--- src/rtl/uart_pkg.sv ---
// Shared FSM types for the UART loopback BIST controller.
package uart_pkg;
  localparam int BIST_STATE_W = 3;

  typedef enum logic [BIST_STATE_W-1:0] {
    ST_IDLE,
    ST_FETCH,
    ST_LOAD,
    ST_SEND,
    ST_WAIT_RX,
    ST_DONE
  } bist_state_t;
endpackage

--- src/rtl/bist_timeout_timer.sv ---
// Echo timeout down-counter: tc fires TIMEOUT-1 cycles after the load cycle
// while enabled.
module bist_timeout_timer #(
  parameter int TIMEOUT = 1024
) (
  input  logic clk,
  input  logic rst,
  input  logic clear,
  input  logic load,
  input  logic en,
  output logic tc
);
  localparam int CW = (TIMEOUT > 2) ? $clog2(TIMEOUT) : 1;
  // The load cycle itself is the first elapsed cycle, so terminal count is 0
  // after TIMEOUT-2 decrements.
  localparam logic [CW-1:0] LOAD_VAL = CW'(TIMEOUT - 2);

  logic [CW-1:0] cnt;

  always_ff @(posedge clk) begin
    if (rst || clear)             cnt <= '0;
    else if (load)                cnt <= LOAD_VAL;
    else if (en && cnt != '0)     cnt <= cnt - 1'b1;
  end

  assign tc = en && (cnt == '0);
endmodule

--- src/rtl/uart_loopback_bist.sv ---
// Stop-and-wait UART loopback checker: ROM word -> tx, compare echo, count errors.
// Optional fault injection on bit 0 when UART_BIST_INJECT_EN is defined.
module uart_loopback_bist
  import uart_pkg::*;
#(
  parameter int DATA_WIDTH = 8,
  parameter int ADDR_WIDTH = 5,
  parameter int TIMEOUT    = 1024,
  parameter int ERR_WIDTH  = 8
) (
  input  logic                  clk,
  input  logic                  rst,
  input  logic                  start,
  input  logic [ADDR_WIDTH-1:0] last_addr,
  output logic [ADDR_WIDTH-1:0] rom_addr,
  input  logic [DATA_WIDTH-1:0] rom_data,
  output logic                  tx_start,
  output logic [DATA_WIDTH-1:0] tx_data,
  input  logic                  tx_ready,
  input  logic                  rx_valid,
  input  logic [DATA_WIDTH-1:0] rx_data,
`ifdef UART_BIST_INJECT_EN
  input  logic                  inject,
  input  logic [ADDR_WIDTH-1:0] inject_addr,
`endif
  output logic                  busy,
  output logic                  done,
  output logic                  pass,
  output logic                  timeout,
  output logic [ERR_WIDTH-1:0]  err_count,
  output logic [ADDR_WIDTH-1:0] first_err,
  output logic [ADDR_WIDTH:0]   words_sent
);
  bist_state_t           state, state_nxt;
  logic [ADDR_WIDTH-1:0] idx, last_q;
  logic [DATA_WIDTH-1:0] exp_q;
  logic                  pass_q, to_tc, last_word, err_hit, flip;

  assign rom_addr  = idx;
  assign last_word = (idx == last_q) || (idx == {ADDR_WIDTH{1'b1}});

`ifdef UART_BIST_INJECT_EN
  assign flip = inject && (idx == inject_addr);
`else
  assign flip = 1'b0;
`endif

  always_ff @(posedge clk) begin
    if (rst) state <= ST_IDLE;
    else     state <= state_nxt;
  end

  always_comb begin
    state_nxt = state;
    tx_start  = 1'b0;
    busy      = (state != ST_IDLE);
    done      = 1'b0;
    pass      = pass_q;
    case (state)
      ST_IDLE:  if (start) state_nxt = ST_FETCH;
      ST_FETCH: state_nxt = ST_LOAD;
      ST_LOAD:  state_nxt = (rom_data == '0) ? ST_DONE : ST_SEND;
      ST_SEND: begin
        tx_start = tx_ready;
        if (tx_ready) state_nxt = ST_WAIT_RX;
      end
      ST_WAIT_RX: begin
        // An echo landing on the terminal-count cycle takes priority.
        if (rx_valid)   state_nxt = last_word ? ST_DONE : ST_FETCH;
        else if (to_tc) state_nxt = ST_DONE;
      end
      ST_DONE: begin
        done      = 1'b1;
        pass      = (err_count == '0) && !timeout;
        state_nxt = ST_IDLE;
      end
      default: state_nxt = ST_IDLE;
    endcase
  end

  // Any echo outside WAIT_RX during a run is spurious and counts as an error.
  assign err_hit = (busy && rx_valid && (state != ST_WAIT_RX || rx_data != exp_q))
                || (state == ST_WAIT_RX && to_tc && !rx_valid);

  always_ff @(posedge clk) begin
    if (rst) begin
      idx        <= '0;
      last_q     <= '0;
      tx_data    <= '0;
      exp_q      <= '0;
      pass_q     <= 1'b0;
      timeout    <= 1'b0;
      err_count  <= '0;
      first_err  <= '0;
      words_sent <= '0;
    end else if (state == ST_IDLE && start) begin
      idx        <= '0;
      last_q     <= last_addr;
      pass_q     <= 1'b0;
      timeout    <= 1'b0;
      err_count  <= '0;
      first_err  <= '0;
      words_sent <= '0;
    end else begin
      if (state == ST_LOAD) begin
        exp_q   <= rom_data;
        tx_data <= rom_data ^ DATA_WIDTH'(flip);
      end
      if (state == ST_SEND && tx_ready)                 words_sent <= words_sent + 1'b1;
      if (state == ST_WAIT_RX && rx_valid && !last_word) idx       <= idx + 1'b1;
      if (state == ST_WAIT_RX && to_tc && !rx_valid)     timeout   <= 1'b1;
      if (state == ST_DONE)                              pass_q    <= pass;
      if (err_hit) begin
        if (err_count != '1) err_count <= err_count + 1'b1;
        if (err_count == '0) first_err <= idx;
      end
    end
  end

  bist_timeout_timer #(.TIMEOUT(TIMEOUT)) u_timer (
    .clk  (clk),
    .rst  (rst),
    .clear(state == ST_IDLE),
    .load (state == ST_SEND && tx_ready),
    .en   (state == ST_WAIT_RX),
    .tc   (to_tc)
  );
endmodule
--- config.mk ---
export PLATFORM = sky130hd
export DESIGN_NAME = uart_loopback_bist
export DESIGN_NICKNAME = d
export VERILOG_FILES = /design/src/rtl/uart_pkg.sv /design/src/rtl/bist_timeout_timer.sv /design/src/rtl/uart_loopback_bist.sv
export SDC_FILE = /design/constraint.sdc
export NUM_CORES = 1
export LEC_CHECK = 0
export ABC_CLOCK_PERIOD_IN_PS = 2500
export BUFFER_PORTS_ARGS = -buffer_cell sky130_fd_sc_hd__clkbuf_2
export CORE_MARGIN = 2
export CORE_UTILIZATION = 53
export DETAILED_ROUTE_END_ITERATION = 6
export PLACE_DENSITY = 0.91
export SYNTH_ARGS = -nofsm -noshare
export SYNTH_HDL_FRONTEND = slang
export SYNTH_SLANG_ARGS = --single-unit
--- constraint.sdc ---
create_clock -name clk -period 2.5 [get_ports clk]
set_input_delay 0.25 -clock clk [delete_from_list [all_inputs] [get_ports clk]]
set_output_delay 0.25 -clock clk [all_outputs]
set_load 0.03 [all_outputs]
; ---- Word level (Yosys, flattened, before mapping)
; Index checks and enable logic that the tools add are counted.
[word_totals]
wordCells = 72
regBits = 52
in_bits = 26
out_inout_bits = 37
[classes]
n_reduce_logical = 31
eq_ne = 13
addsub = 4
mux = 12
n_bitwise = 1
[ops]
columns = operator, n
row1 = two-way mux 10 bit, 2
row2 = two-way mux 3 bit, 6
row3 = logical NOT 8 bit, 2
row4 = case mux 3 bit (5 select lines), 1
row5 = logical AND 1 bit, 11
row6 = logical NOT 10 bit, 1
row7 = nonzero test 10 bit, 1
row8 = "subtractor 10 x 1 -> 10 bit, second input constant", 1
row9 = "adder 8 x 1 -> 8 bit, second input constant", 1
row10 = inequality test 8 bit, 1
row11 = "inequality test 8 bit, second input constant", 1
row12 = "adder 6 x 1 -> 6 bit, second input constant", 1
row13 = "== test 3 x 2 -> 1 bit, second input constant", 2
row14 = "== test 3 bit, second input constant", 2
row15 = "inequality test 3 bit, second input constant", 2
row16 = AND reduction 2 bit, 3
row17 = "adder 5 x 1 -> 5 bit, second input constant", 1
row18 = == test 5 bit, 1
row19 = "== test 5 bit, second input constant", 1
row20 = logical OR 1 bit, 4
row21 = "inequality test 2 bit, second input constant", 2
row22 = OR reduction 2 bit, 2
row23 = "== test 3 x 1 -> 1 bit, second input constant", 1
row24 = logical NOT 1 bit, 3
row25 = other kinds (6), 8

; ---- Logic depth before layout (Yosys ltp)
; Gate-level depths: netlist of run 1.
[logic_depth]
word_depth = 6
mapped_depth = 9

; ---- By module
; Synthesis of run 1 repeated with hierarchy kept, for this count alone.
[hier_totals]
cells_unflattened = 300
hier_area_um2 = 2677.6
[by_module_without_submodules]
columns = module, seq_area_each_um2, cells_per_inst, n_inst, area_per_inst_um2
row1 = uart_loopback_bist, 840.8, 236, 1, 2119.5
row2 = bist_timeout_timer, 200.2, 64, 1, 558.0

; ---- Worst setup path after synthesis of run 1
; Ideal clock, no wire load.
[synth_timing]
kind = reg2reg
startpoint = reg err_count[0]
endpoint = reg pass_q
path_stages_with_launch = 7
synth_period_minus_slack_ps = 2069
required_time_ps = 2436
slack_ps = 431
arrival_time_ps = 2005
path_cell_list = dfxtp_1 -> inv_1 -> ha_1 -> nor4b_1 -> nand2_1 -> o31ai_1 -> and2_1
[synth_via]
elab_chain_len = 3
[synth_rtl]
columns = item, line_no
row1 = start: declaration, uart_loopback_bist.sv:30  ; output logic [ERR_WIDTH-1:0] err_count,
row2 = start signal: assignment, uart_loopback_bist.sv:114  ; if (err_count != '1) err_count <= err_count + 1'b1;
row3 = logical NOT 8 bit, uart_loopback_bist.sv:74  ; pass = (err_count == '0) && !timeout;
row4 = logical AND 1 bit, uart_loopback_bist.sv:74
row5 = two-way mux 1 bit, uart_loopback_bist.sv:59  ; case (state)
row6 = named net pass, uart_loopback_bist.sv:28  ; output logic pass,
row7 = end signal: assignment, uart_loopback_bist.sv:112  ; if (state == ST_DONE) pass_q <= pass;
row8 = end: declaration, uart_loopback_bist.sv:37  ; logic pass_q, to_tc, last_word, err_hit, flip;
; The timed path passes the listed nets, and every way through them passes these cells.
; A chain may end at the register's enable or synchronous reset.

; ---- Final worst setup path of run 1
[layout_timing]
startpoint = reg state[2]
endpoint = reg err_count[1]
[layout_via]
elab_chain_len = 6
word_cells_on_any_way = 14
[layout_rtl]
columns = item, line_no
row1 = start: declaration, uart_loopback_bist.sv:34  ; bist_state_t state, state_nxt;
row2 = start signal: assignment, uart_loopback_bist.sv:50  ; else state <= state_nxt;
row3 = == test 3 bit, "uart_loopback_bist.sv:83, uart_loopback_bist.sv:125"
row4 = logical AND 1 bit, bist_timeout_timer.sv:26  ; assign tc = en && (cnt == '0);
row5 = logical AND 1 bit (2 in series), uart_loopback_bist.sv:83  ; || (state == ST_WAIT_RX && to_tc && !rx_valid);
row6 = logical OR 1 bit, uart_loopback_bist.sv:83
row7 = AND reduction 2 bit (no source line), -
; Parallel ways exist; a longest one is shown, timed or not.

==> results of run 1 <==
==> routing by layer <==
metal / vias to the layer above / part of all wire (%)
met5: - / 0
met4: 0 / 1.9
met3: 10 / 4.3
met2: 57 / 49
met1: 1029 / 45
li1: 1100 / -
==> power by group <==
group	internal, mW	switching [mW]
registers	0.849	0.0260
clock network	0.221	0.257
logic	0.0867	0.143
==> cells in the final DEF, fill, tap and decap left out, types with 2 or more instances in the layout <==
cell | Yosys | final
nand2_1 | 23 | 23
dfxtp_1 | 52 | 52
and3_1 | 6 | 6
clkbuf_8 | 0 | 6
nand3b_1 | 2 | 2
o211ai_1 | 3 | 3
nand4_1 | 3 | 3
clkbuf_2 | 0 | 62
nor2_1 | 33 | 33
ha_1 | 7 | 7
o21ai_0 | 6 | 6
a21oi_1 | 22 | 22
inv_1 | 12 | 12
xor2_1 | 14 | 14
or3_1 | 4 | 4
and2_1 | 3 | 3
nor3_1 | 6 | 6
mux2i_1 | 16 | 16
or4_1 | 3 | 3
nor2b_1 | 4 | 4
xnor2_1 | 18 | 18
nand3_1 | 21 | 21
==> final cells by class <==
type,count,area (µm²)
multi-input combinational,212,1400
sequential,52,1040
fill,378,1700
clock buffer,6,82.6
timing repair buffer,63,318
tap,54,67.6
inverter,12,45.0
clock inverter,1,8.76
==> worst max-delay path by stage <==
| stage | to | start |
|---|---|---|
| global placement | err_count[3] | u_timer.cnt[0] |
| finish | err_count[1] | state[2] |
| detailed placement | err_count[1] | state[2] |
| global route | err_count[5] | state[2] |
| floorplan | pass_q | err_count[0] |
| CTS | err_count[1] | state[2] |
==> flip-flops by register name (all words and copies together) (netlist names) <==
register / cells
u_timer.cnt: 10
state: 3
pass_q: 1
last_q: 5
err_count: 8
first_err: 5
timeout: 1
exp_q: 8
rom_addr: 5
words_sent: 6
==> cell families after synthesis <==
family                   count (synthesis)  share of synthesized area, %
AO/OA/AOI/OAI                           37                          8.46
XOR/XNOR                                32                          11.0
adder cells (fa/ha/maj)                  7                          3.44
buffers and inverters                   24                          4.13
flip-flops                              52                          40.9
multiplexers                            16                          6.30
AND/OR/NAND/NOR                        120                          25.7
==> per-stage QoR <==
step / power, mW / worst slack, ns
4_1_cts: 1.59 / 0.262
5_1_grt: 1.65 / 0.0924
3_5_place_dp: 1.12 / 0.277
3_3_place_gp: 1.11 / 0.440
6_report: 1.58 / 0.253
2_1_floorplan: 1.06 / 0.431
==> critical path, stage by stage, from the launching register on <==
cell	delay [ns]
dfxtp_1	0.43
nor3b_2	0.39
nand3_1	0.18
or4b_1	0.70
nand2_4	0.18
mux2i_1	0.20
nor2_1	0.05
==> metrics.cfg, run 1 <==
[outcome]
status = finished clean

[yosys]
async_reset_ff_share_pct = 0
synth_area_mm2 = 0.00254
yosys.area.top_type = dfxtp_1
synth_nets = 321
ys_ff_latch = 52
synth_cell_types = 41
synth_commonest_cells = dfxtp_1 (52), nor2_1 (33), nand2_1 (23), a21oi_1 (22), nand3_1 (21)
synth_flop_cell = dfxtp_1
synth-edff-count = 0
ys_top_cells_by_area = dfxtp_1 (41%), mux2i_1 (6.3%), xnor2_1 (6.2%)
yosysSeqAreaShare_pct = 40.9
ys_warn_count = 0
syn_inst = 288
avgSynthCellArea_um2 = 8.83
yosysTopAreaCellShare_pct = 40.9
yosysMostFrequentCell = dfxtp_1

[setup_path]
worstSetupPathType = reg -> reg
reg2reg_to = err_count[1]
r2r_cells = 6
required_ns = 2.68
path_max_fanout = 10
cp-end-kind = register
regToRegSetupSlack_ns = 0.25
arrival_ns = 2.43
cp-start-kind = register
r2r-start = state[2]

[clocking]
post_cts_buffers = 0
cts_sinks = 52
clkSlewWorstSetupHoldPaths_ns = 0.09
postCtsHoldBufs = 0
clk_latency_ns = 0.30
postCtsResizedCells = 0
cts_buffer_depth = 2
cts_root_buffer = clkbuf_8
cts_tree = built
htreeDepth = 2
cts_buffers = 5

[min_path]
hold-path-endpoint = last_q[3]
hold_class = in -> reg
hp-start = last_addr[3]
min_delay_path_depth = 3

[sta]
finalHoldViolCount = 0
max_slew.worst_pin.slew_ns = 0.583
max-slew-margin-rel_pct = 61.1
slew_viol_final = 0
fmax_ghz = 0.445
fin_hold_ws_ns = 0.193
fin_tns_setup_ns = 0
grt_setup_unrepaired = false
clock_skew_ns = 0.00889
min_period_over_period_pct = 89.9
period_minus_slack_ns = 2.25
setup_viol = 0

[die]
die_area_mm2 = 0.00537
initial_utilization_pct = 54.6
rows = 25
core_area_mm2 = 0.00466
io_pins = 63
die_h_um = 73.3
dieWidth_um = 73.3

[layout]
layout-area-overhead-vs-synth_pct = 16.4
drive_gt1_share_pct = 22.5
design_area_mm2 = 0.00296
layout.nets = 379
diodes = 0
utilization_pct = 63.5
final_cells = 400

[routing]
drt-vias-per-instance = 5.49
drtIter0Drc = 151
vias = 2196
wl_um = 5480
drc_errors = 0
wl_per_cell_um = 13.7
first_pass_iters = 4
drtAntennaViolNets = 0

[global_routing]
track_usage_pct = 21.5
use_met2_pct = 35.1
antenna_found_initial = 0
busiest_layer = met2
grt_max_degree = 26
grt_pass1_vias = 2004
grtUsageMet3_pct = 4.39
overflow = 0
grt_first_pass_wirelength_um = 9090
met1_usage_pct = 28.2

[placement]
placed_cell_area_mm2 = 0.00287
port_buffers = 62
gp_congestion = 0.864
dpl.hpwl_um = 4260
dp.cells = 393

[pwr]
cellPowerDensity_mw_per_mm2 = 535
peakVddDrop_mv = 0.364
leakage_nw = 1.22

[job]
drv_cap = 0

Note: power is estimated with default switching activity, not from simulation.
==> inputs of run 2 (changes only) <==
--- a/config.mk
+++ b/config.mk
@@ -8,9 +8,9 @@
 export ABC_CLOCK_PERIOD_IN_PS = 2500
 export BUFFER_PORTS_ARGS = -buffer_cell sky130_fd_sc_hd__clkbuf_2
 export CORE_MARGIN = 2
-export CORE_UTILIZATION = 53
+export CORE_UTILIZATION = 40
 export DETAILED_ROUTE_END_ITERATION = 6
-export PLACE_DENSITY = 0.91
+export PLACE_DENSITY = 0.75
 export SYNTH_ARGS = -nofsm -noshare
 export SYNTH_HDL_FRONTEND = slang
 export SYNTH_SLANG_ARGS = --single-unit
==> run 2 against run 1 <==
Net effect: clock power increased by 6.1%; global-route usage is 4.7 points lower; critical path depth rose by 2; sequential power about the same; highest routed layer unchanged.
==> metrics.cfg, run 2 (synthesis gave the netlist of run 1 again) <==
[routing]
drt-vias-per-instance = 5.12  ; -6.7%
topRoutingLayerUsed = met4
met1_length_um = 2460  ; +0.57%
drtAntennaViolNets = 0  ; unchanged
route.met3.wl_um = 209  ; -11%
first_pass_iters = 4  ; unchanged
vias = 2181  ; -0.68%
drc_errors = 0  ; unchanged
wl_per_cell_um = 13.1  ; -4.5%
wl_um = 5570  ; +1.7%
routed-wl-met2_um = 2840  ; +5.3%
drtIter0Drc = 113  ; -25%

[pwr]
cellPowerDensity_mw_per_mm2 = 536  ; +0.23%
comb_power_share_pct = 14.3  ; -0.2 points
power_frac_seq_pct = 54.2  ; -1.1 points
switchingPower_uw = 449  ; +5.3%
clock_power_share_pct = 31.5  ; +1.3 points
finalPower_mw = 1.61  ; +1.9%
switching_share_pct = 27.9  ; +0.91 points
peakVddDrop_mv = 0.266  ; -27%
leakage_nw = 1.24  ; +1.2%
intPower_mw = 1.16  ; +0.61%

[clocking]
cts_root_buffer = clkbuf_8
clkSlewWorstSetupHoldPaths_ns = 0.10  ; about the same
cts_buffer_depth = 2  ; unchanged
htreeDepth = 2  ; unchanged
postCtsHoldBufs = 0  ; unchanged
cts_sinks = 52  ; unchanged
clk_latency_ns = 0.31  ; about the same
cts_tree = built
post_cts_buffers = 0  ; unchanged
postCtsResizedCells = 0  ; unchanged
cts_buffers = 5  ; unchanged

[sta]
max-slew-margin-rel_pct = 61.3  ; +0.20 points
fin_tns_setup_ns = 0  ; unchanged
setup_viol = 0  ; unchanged
min_period_over_period_pct = 86.4  ; -3.5 points
grt_setup_unrepaired = false
clock_skew_ns = 0.0136  ; +0.00467 ns
slew_viol_final = 0  ; unchanged
max_slew.worst_pin.slew_ns = 0.580  ; -0.00293 ns
fin_hold_ws_ns = 0.165  ; -0.0279 ns
finalHoldViolCount = 0  ; unchanged
fmax_ghz = 0.463  ; +4.1%
period_minus_slack_ns = 2.16  ; -0.0877 ns

[setup_path]
cp-end-kind = register
worstSetupPathType = reg -> reg
required_ns = 2.75  ; +0.07 ns
arrival_ns = 2.41  ; -0.02 ns
cp-start-kind = register
path_max_fanout = 10  ; unchanged

[global_routing]
track_usage_pct = 16.7  ; -4.7 points
grt_pass1_vias = 2150  ; +7.3%
overflow = 0  ; unchanged
grt_first_pass_wirelength_um = 9760  ; +7.3%
grt_max_degree = 26  ; unchanged
antenna_found_initial = 0  ; unchanged

[die]
die_h_um = 83.7  ; +14%
initial_utilization_pct = 40.8  ; -14 points
rows = 29  ; +16%
core_area_mm2 = 0.00624  ; +34%
dieWidth_um = 83.7  ; +14%
io_pins = 63  ; unchanged
die_area_mm2 = 0.00701  ; +31%

[layout]
layout-area-overhead-vs-synth_pct = 18.3
diodes = 0  ; unchanged
final_cell_mix = clkbuf_2 (62), dfxtp_1 (52), nor2_1 (33), nand2_1 (23), a21oi_1 (22)
design_area_mm2 = 0.00301  ; +1.6%
layout.nets = 381  ; +0.53%
largest_register_ff_count = 10  ; unchanged
mostFrequentLayoutCell = clkbuf_2
drive_gt1_share_pct = 23.2  ; +0.67 points
top_regs = u_timer.cnt (10), err_count (8), exp_q (8)
regMostFlops = u_timer.cnt

[outcome]
status = finished clean

[placement]
gp_congestion = 0.844  ; -2.4%
dpl.hpwl_um = 4270  ; +0.17%
placed_cell_area_mm2 = 0.00291  ; +1.5%
port_buffers = 62  ; unchanged

[job]
drv_cap = 0  ; unchanged

[min_path]
hold_class = in -> reg

-- run 2: layout make-up --
class / count / area, µm²
Multi-Input combinational cell: 212 / 1400
Clock inverter: 2 / 13.8
Clock buffer: 6 / 82.6
Fill cell: 610 / 3230
Timing Repair Buffer: 65 / 333
Sequential cell: 52 / 1040
Tap cell: 77 / 96.3
Inverter: 12 / 45.0
-- run 2: metrics by stage --
step | setup WS, ns | util, % | cells
2_1_floorplan | 0.431 | - | 288
3_3_place_gp | 0.426 | 46.7 | 418
3_5_place_dp | 0.356 | 46.7 | 418
4_1_cts | 0.334 | 48.2 | 426
5_1_grt | 0.143 | 48.2 | 426
6_report | 0.341 | 48.2 | 426
-- run 2: metal layers --
metal  GRT usage [%]  vias up
met2            29.7       48
li1                -     1105
met3            3.36        6
met1            20.2     1022
met5               0        -
met4            5.43        0
-- run 2: power groups by stage --
stage	clock, mW	combinational (mW)	sequential (mW)
final	0.507	0.231	0.875
after global routing	0.561	0.253	0.878
after CTS	0.523	0.232	0.875
after detailed placement	0	0.230	0.894
after global placement	0	0.225	0.893
after floorplan	0	0.157	0.903
-- run 2: path summary, 6_finish.rpt --
path / from / end / slack [ns] / depth (start not counted)
worst min register to register: first_err[0] / first_err[0] / 0.46 / 2
worst max register to register: u_timer.cnt[0] / err_count[3] / 0.34 / 8
worst min-delay path: last_addr[1] / last_q[1] / 0.17 / 3
worst max-delay path: u_timer.cnt[0] / err_count[3] / 0.34 / 8
-- run 2: worst max-delay path, cell delays in order, from the launching register on --
cell	delay, ns
dfxtp_1	0.34
inv_1	0.08
ha_1	0.14
nor2b_1	0.29
nand4_4	0.16
or4b_1	0.43
nand2_4	0.12
or4_1	0.47
nand2_1	0.07
